File: src/rtl/ktane_bus_pkg.sv
`default_nettype none
// ============================================================================
// Module      : ktane_bus_pkg
// Description : Shared types and constants for the ktane_mem bus arbiter.
// Revision    : 1.0 - initial release
// ============================================================================
package ktane_bus_pkg;

    // Arbiter FSM states
    typedef enum logic [1:0] {
        IDLE  = 2'd0,
        ISSUE = 2'd1,
        WAIT  = 2'd2
    } bus_state_e;

    // Requester port indices
    localparam int PORT_CPU = 0;
    localparam int PORT_AUX = 1;

    // Legal memory read latency range (cycles from issue to valid mem_q)
    localparam int RD_LAT_MIN = 1;
    localparam int RD_LAT_MAX = 3;

    // Width of the read latency down-counter
    localparam int CNT_W = 2;

endpackage
`default_nettype wire

File: src/rtl/rr_pick2.sv
`default_nettype none
// ============================================================================
// Module      : rr_pick2
// Description : Combinational 2-way round-robin winner selection. On a tie
//               the port that was not granted most recently wins.
// Revision    : 1.0 - initial release
// ============================================================================
import ktane_bus_pkg::*;

module rr_pick2 (
    input  logic [1:0] req,
    input  logic       last,
    output logic       winner,
    output logic       any
);

    // Lone requester wins outright; a tie goes to the port opposite 'last'
    always_comb begin
        any    = |req;
        winner = (req == 2'b11) ? ~last : req[PORT_AUX];
    end

endmodule
`default_nettype wire

File: src/rtl/ktane_bus_arbiter.sv
`default_nettype none
// ============================================================================
// Module      : ktane_bus_arbiter
// Description : Round-robin arbiter sharing the single ktane_mem load/store
//               port between the CPU datapath and an auxiliary master. One
//               transaction in flight at a time; read data returned after a
//               fixed memory latency. All outputs are registered.
// Revision    : 1.0 - initial release
// ============================================================================
import ktane_bus_pkg::*;

module ktane_bus_arbiter #(
    parameter int DATA_W = 16,
    parameter int ADDR_W = 16,
    parameter int RD_LAT = 1
) (
    input  logic              clock,
    input  logic              reset,
    input  logic [1:0]        req,
    input  logic [1:0]        we,
    input  logic [ADDR_W-1:0] addr0,
    input  logic [ADDR_W-1:0] addr1,
    input  logic [DATA_W-1:0] wdata0,
    input  logic [DATA_W-1:0] wdata1,
    output logic [1:0]        gnt,
    output logic [1:0]        rvalid,
    output logic [DATA_W-1:0] rdata,
    output logic [ADDR_W-1:0] mem_addr,
    output logic [DATA_W-1:0] mem_data,
    output logic              mem_we,
    input  logic [DATA_W-1:0] mem_q
);

    // Counter preload; out-of-range latencies are clamped to the legal range
    localparam logic [CNT_W-1:0] c_CNT_LOAD =
        (RD_LAT < RD_LAT_MIN) ? CNT_W'(RD_LAT_MIN - 1) :
        (RD_LAT > RD_LAT_MAX) ? CNT_W'(RD_LAT_MAX - 1) :
                                CNT_W'(RD_LAT - 1);

    bus_state_e        r_state, w_state_nxt;
    logic              r_owner, w_owner_nxt;
    logic              r_last,  w_last_nxt;
    logic [CNT_W-1:0]  r_cnt,   w_cnt_nxt;
    logic [ADDR_W-1:0] w_addr_nxt;
    logic [DATA_W-1:0] w_data_nxt;
    logic              w_we_nxt;
    logic [1:0]        w_gnt_nxt;
    logic [1:0]        w_rvalid_nxt;
    logic [DATA_W-1:0] w_rdata_nxt;
    logic              w_winner;
    logic              w_any;

    rr_pick2 u_pick (
        .req    (req),
        .last   (r_last),
        .winner (w_winner),
        .any    (w_any)
    );

    // State and registered-output update; reset abandons any transaction
    always_ff @(posedge clock) begin
        if (reset) begin
            r_state  <= IDLE;
            r_owner  <= 1'(PORT_CPU);
            r_last   <= 1'b1;
            r_cnt    <= '0;
            mem_addr <= '0;
            mem_data <= '0;
            mem_we   <= 1'b0;
            gnt      <= 2'b00;
            rvalid   <= 2'b00;
            rdata    <= '0;
        end else begin
            r_state  <= w_state_nxt;
            r_owner  <= w_owner_nxt;
            r_last   <= w_last_nxt;
            r_cnt    <= w_cnt_nxt;
            mem_addr <= w_addr_nxt;
            mem_data <= w_data_nxt;
            mem_we   <= w_we_nxt;
            gnt      <= w_gnt_nxt;
            rvalid   <= w_rvalid_nxt;
            rdata    <= w_rdata_nxt;
        end
    end

    // Next-state and next-output logic; pulses default low, data holds
    always_comb begin
        w_state_nxt  = r_state;
        w_owner_nxt  = r_owner;
        w_last_nxt   = r_last;
        w_cnt_nxt    = r_cnt;
        w_addr_nxt   = mem_addr;
        w_data_nxt   = mem_data;
        w_we_nxt     = 1'b0;
        w_gnt_nxt    = 2'b00;
        w_rvalid_nxt = 2'b00;
        w_rdata_nxt  = rdata;
        case (r_state)
            IDLE: begin
                if (w_any) begin
                    w_owner_nxt          = w_winner;
                    w_gnt_nxt[w_winner]  = 1'b1;
                    w_we_nxt             = we[w_winner];
                    if (w_winner == 1'(PORT_AUX)) begin
                        w_addr_nxt = addr1;
                        w_data_nxt = wdata1;
                    end else begin
                        w_addr_nxt = addr0;
                        w_data_nxt = wdata0;
                    end
                    w_state_nxt = ISSUE;
                end
            end
            ISSUE: begin
                // mem_we mirrors the owner's write flag during the issue cycle
                w_last_nxt = r_owner;
                if (mem_we) begin
                    w_state_nxt = IDLE;
                end else begin
                    w_cnt_nxt   = c_CNT_LOAD;
                    w_state_nxt = WAIT;
                end
            end
            WAIT: begin
                if (r_cnt == '0) begin
                    w_rdata_nxt           = mem_q;
                    w_rvalid_nxt[r_owner] = 1'b1;
                    w_state_nxt           = IDLE;
                end else begin
                    w_cnt_nxt = r_cnt - 1'b1;
                end
            end
            default: begin
                w_state_nxt = IDLE;
            end
        endcase
    end

endmodule
`default_nettype wire

File: config.mk
export PLATFORM = sky130hd
export DESIGN_NAME = ktane_bus_arbiter
export DESIGN_NICKNAME = d
export VERILOG_FILES = /design/src/rtl/ktane_bus_pkg.sv /design/src/rtl/rr_pick2.sv /design/src/rtl/ktane_bus_arbiter.sv
export SDC_FILE = /design/constraint.sdc
export NUM_CORES = 1
export LEC_CHECK = 0
export BUFFER_PORTS_ARGS = -buffer_cell sky130_fd_sc_hd__buf_2
export CORE_MARGIN = 3
export CORE_UTILIZATION = 35
export DETAILED_ROUTE_END_ITERATION = 8
export MAX_ROUTING_LAYER = met4
export PLACE_DENSITY = 0.65
export RECOVER_POWER = 50
export SLEW_MARGIN = 20
export SYNTH_ARGS = -nofsm -noshare
export SYNTH_HDL_FRONTEND = slang
export SYNTH_SLANG_ARGS = --single-unit
File: constraint.sdc
create_clock -name clock -period 2 [get_ports clock]
set_input_delay 0.5 -clock clock [delete_from_list [all_inputs] [get_ports clock]]
set_output_delay 0.5 -clock clock [all_outputs]
set_load 0.02 [all_outputs]
**After elaboration in Yosys (flattened, before gate mapping)**

Cells that the tools add are included.

- Add/sub/neg operators: 1
- $lt $le $gt $ge: 4
- Equal/unequal tests: 7
- Muxes and demuxes: 16
- Bitwise logic cells: 5
- Reductions and logical operators: 12

Operators with widths:

| kind | count |
|---|---|
| $mux 16 | 2 |
| $mux 2 | 5 |
| $ne 2x2->1 const B | 3 |
| $pmux 2 s3 | 1 |
| $reduce_and 2->1 | 3 |
| $reduce_or 3->1 | 2 |
| $mux 1 | 5 |
| $not 1->1 | 5 |
| $eq 2x2->1 const B | 2 |
| $logic_not 2->1 | 2 |
| $lt 1x2->1 const B | 2 |
| $pmux 2 s2 | 1 |
| $reduce_and 3->1 | 1 |
| $demux 1 s1 | 2 |
| $eq 2x1->1 const B | 1 |
| $ge 1x1->1 const B | 2 |
| $logic_and 1x1->1 | 2 |
| $ne 2x1->1 const B | 1 |
| $reduce_bool 2->1 | 1 |
| $reduce_or 2->1 | 1 |
| $sub 2x1->2 const B | 1 |

- Bits in registers: 59
- Input bits: 86
- Logic and storage cells: 55

**Logic depth before layout (Yosys ltp)**

- Depth after elaboration: 6
- Depth in mapped cells: 7
- Depth with buffers taken out: 5

**Hierarchy**

From an unflattened synthesis, not the netlist that was laid out.

- Cells, all modules: 259
- Area total of the unflattened synthesis: 2519.9 um^2

Modules (own cells, without submodules):

| module | instances | cells an instance | area each (um^2) | sequential area each (um^2) |
|---|---|---|---|---|
| ktane_bus_arbiter | 1 | 257 | 2506.2 | 1181.1 |
| rr_pick2 | 1 | 2 | 13.8 | 0.0 |

**Worst setup path after synthesis**

No wires, ideal clock.

- Path type: input -> register
- From: input port req[1]
- To: register mem_addr[0]
- Library setup time: 0.089 ns
- Arrival: 1.421 ns
- Data required time: 1.911 ns
- Setup slack: 0.491 ns
- Cell stages on the path: 6
- Path buffers: 3
- Path through: or2_1 -> buf_6 -> and2_4 -> buf_6 -> buf_6 -> a311oi_2

- Word-level cells in the longest chain between the ends: 3

Ends and longest elaborated chain:

| element | RTL line | text |
|---|---|---|
| start: declaration | ktane_bus_arbiter.sv:19 | `input logic [1:0] req,` |
| $eq 2x2->1 | rr_pick2.sv:20 | `winner = (req == 2'b11) ? ~last : req[PORT_AUX];` |
| $mux 1 | rr_pick2.sv:20 |  |
| $mux 16 | ktane_bus_arbiter.sv:105 | `if (w_winner == 1'(PORT_AUX)) begin` |
| end signal: assignment | ktane_bus_arbiter.sv:78 | `mem_addr <= w_addr_nxt;` |
| end: declaration | ktane_bus_arbiter.sv:28 | `output logic [ADDR_W-1:0] mem_addr,` |

Several ways; a longest one is shown, not always the timed one.
A chain may end at the register's enable or synchronous reset.

**Worst setup path after layout**

- From: register r_state[0]
- To: register mem_data[4]

- Word-level cells in the longest chain between the ends: 2

Ends and longest elaborated chain:

| element | RTL line | text |
|---|---|---|
| start: declaration | ktane_bus_arbiter.sv:40 | `bus_state_e r_state, w_state_nxt;` |
| start signal: assignment | ktane_bus_arbiter.sv:74 | `r_state <= w_state_nxt;` |
| $logic_not 2->1 | ktane_bus_arbiter.sv:99 | `case (r_state)` |
| $reduce_and 2->1 (no line) | -- |  |
| end signal: assignment | ktane_bus_arbiter.sv:79 | `mem_data <= w_data_nxt;` |
| end: declaration | ktane_bus_arbiter.sv:29 | `output logic [DATA_W-1:0] mem_data,` |

No other way between the ends.

==> flow_summary.yaml <==
logic_synthesis:
  ys_seq_area_share_pct: 44.3
  synth_edf_count: 0
  synth_area_um2: 2670
  synth-simple-area-share_pct: 18.5
  synth.area.top_cells: "dfxtp_1 (44%), a311oi_2 (17%), nand2_1 (14%)"
  yosys_warnings: 0
  synth_top_cell_by_area: "dfxtp_1"
  async_reset_ff_share_pct: 0
  synth_compound_area_share_pct: 29.3
  synth_top_family_by_area: "compound AO/OA/AOI/OAI gates"
  synth_top_area_share_pct: 44.3
  synth_fa_ha_area_share_pct: 0.469
  synth_ff_type: "dfxtp_1"
  syn_inst: 301
  synth_fp_nets: 388
  postSynthAreaPerCell_um2: 8.85
  synth_xor_xnor_area_share_pct: 0
  synthMuxAreaShare_pct: 0.751
  ys_seq_elements: 59
  ys_types: 27
drt:
  drc_errors: 0
  top_layer_used: "met4"
  totalWireLength_um: 7290
  vias: 2581
  m1WireLength_um: 3400
  wl_met3_um: 608
  drt-initial-drc-count: 62
  wl_met2_um: 3180
  drtAntennaViolNets: 0
  viasPerCell: 4.86
  dr.pass1.iters: 4
  wl_per_cell_um: 13.7
die:
  num_io_pins: 139
  die_area_um2: 8700
  dieWidth_um: 93.3
  initial_utilization_pct: 36.4
  rows: 31
  die_h_um: 93.3
  coreArea_um2: 7330
global_route:
  antenna_found_initial: 0
  grt_pass1_vias: 2537
  overflow: 0
  grt_pass1_wl_um: 11700
  grt_util_all_layers_pct: 17.2
  grt_max_degree: 33
power:
  internal_power_w: 0.00203
  power_w: 0.00297
  clockPowerShare_pct: 31.5
  p_sw_w: 0.000939
  powerDensity_nw_per_um2: 852
  swShare_pct: 31.6
  power.share.combinational_pct: 23.3
  leakage_nw: 1.40
  power_frac_seq_pct: 45.2
  irDropWorstVdd_uv: 297
job:
  cap_violations: 0
clocking:
  clkTransAtPathRegs_ps: 70
  cts-buffers-inserted: 9
  post_cts_resized: 0
  cts_tree: "yes"
  cts_root_buffer: "clkbuf_8"
  cts_sinks: 59
  clkLatencyLatePin_ps: 320
  cts_buffer_depth: 2
  holdBufCountCts: 0
  cts_max_level: 3
  cts_setup_buffers: 0
layout:
  regArea_um2: 1180
  multi_input_area_um2: 1310
  n_antenna_cell: 0
  layout_commonest_cell: "nand2_1"
  instances_no_fill: 531
  fin_nets: 516
  fillers: 723
  final_cell_mix: "nand2_1 (97), buf_2 (85), dfxtp_1 (59)"
  areaGrowthSynthToFinish_pct: 30.9
  drive_above_1_share_pct: 33.1
place:
  dp.cells: 517
  hpwlAfterDp_um: 5270
  place_congestion: 0.770
  portBuffers: 138
worst_setup_path:
  end_kind: "flip-flop"
  r2r_cells: 3
  cp.arrival_ps: 1800
  path_class: "reg -> reg"
  critPathMaxFanout: 32
  start_kind: "flip-flop"
  crit_required_ps: 2170
timing:
  fmax_ghz: 0.615
  clock_skew_ps: 10.7
  min_period_ps: 1630
  finalHoldViolCount: 0
  relSlewSlack_pct: 53.3
  setup_viol: 0
  tightest_slew_ps: 699
  slew_viol_final: 0
  period_share_pct: 81.3
  rsz0062_at_grt: "no"
  tns_ps: 0
min_path:
  worstHoldPathType: "in -> reg"
  hold_path_depth: 2
status:
  outcome: "completed"
## state kept, by name (all words and copies together) (netlist names), 2 cells and up
signal	cells
mem_addr	16
mem_data	16
rdata	16
gnt	2
r_cnt	2
r_state	2
rvalid	2
## power by group through the flow
stage               registers [W]  logic (W)  clock network (W)
floorplan                 0.00147   0.000388                  0
global placement          0.00137   0.000716                  0
detailed placement        0.00136   0.000725                  0
CTS                       0.00134   0.000726           0.000964
global route              0.00136   0.000764            0.00101
finish                    0.00134   0.000693           0.000937
## critical path: stages, from the launching register on
cell and delay (ps):
dfxtp_1 390, nor2_4 330, and2_4 550, a311oi_2 180
## path summary, 6_finish.rpt
check | from | to | slack [ps]
setup / recovery | r_state[0]$_SDFFE_PP0P_ | mem_data[4]$_SDFFE_PP0P_ | 370
setup reg to reg | r_state[0]$_SDFFE_PP0P_ | mem_data[4]$_SDFFE_PP0P_ | 370
hold reg to reg | rdata[7]$_SDFFE_PP0P_ | rdata[7]$_SDFFE_PP0P_ | 450
hold / removal | reset | mem_addr[12]$_SDFFE_PP0P_ | 410
## routing by layer
layer  vias to the layer above  GRT usage, %
met3                        10          3.94
met1                      1155          22.4
met4                         0          7.45
met5                         -             -
li1                       1304             -
met2                       112          25.5
## kinds of logic (layout without fill, tap and decap cells)
family | Yosys count | after routing
AO/OA/AOI/OAI | 89 | 89
adder cells (fa/ha/maj) | 1 | 1
buffers and inverters | 32 | 163
flip-flops | 59 | 59
multiplexers | 2 | 2
AND/OR/NAND/NOR | 118 | 118
## stage by stage
stage	setup slack, ps	cell area (um^2)	hold WS, ps	utilization [%]
after floorplan	491	2670	432	-
after global placement	423	3390	439	46.2
after detailed placement	357	3390	445	46.2
after CTS	378	3560	396	48.5
after global routing	202	3490	411	47.6
final	374	3490	413	47.6
## Yosys cell counts (2+ instances only)
library cell  instances
clkbuf_1             14
buf_2                 9
dfxtp_1              59
nor3b_1               2
a21bo_2               2
buf_6                 6
a21oi_1              49
a2111oi_0             2
mux2i_1               2
nor2_1                5
nor2b_1               3
inv_1                 2
o21ai_0               2
a311oi_2             30
nand2_1              97
nor3_1                4
and3b_1               2
a311oi_1              2
## final cells by class
cell class | instances | share of cell area [%]
Clock buffer | 11 | 4.34
Clock inverter | 3 | 0.430
Inverter | 2 | 0.215
Multi-Input combinational cell | 210 | 37.4
Sequential cell | 59 | 33.8
Tap cell | 99 | 3.55
Timing Repair Buffer | 147 | 20.2
Power figures use the tool's default switching activity.
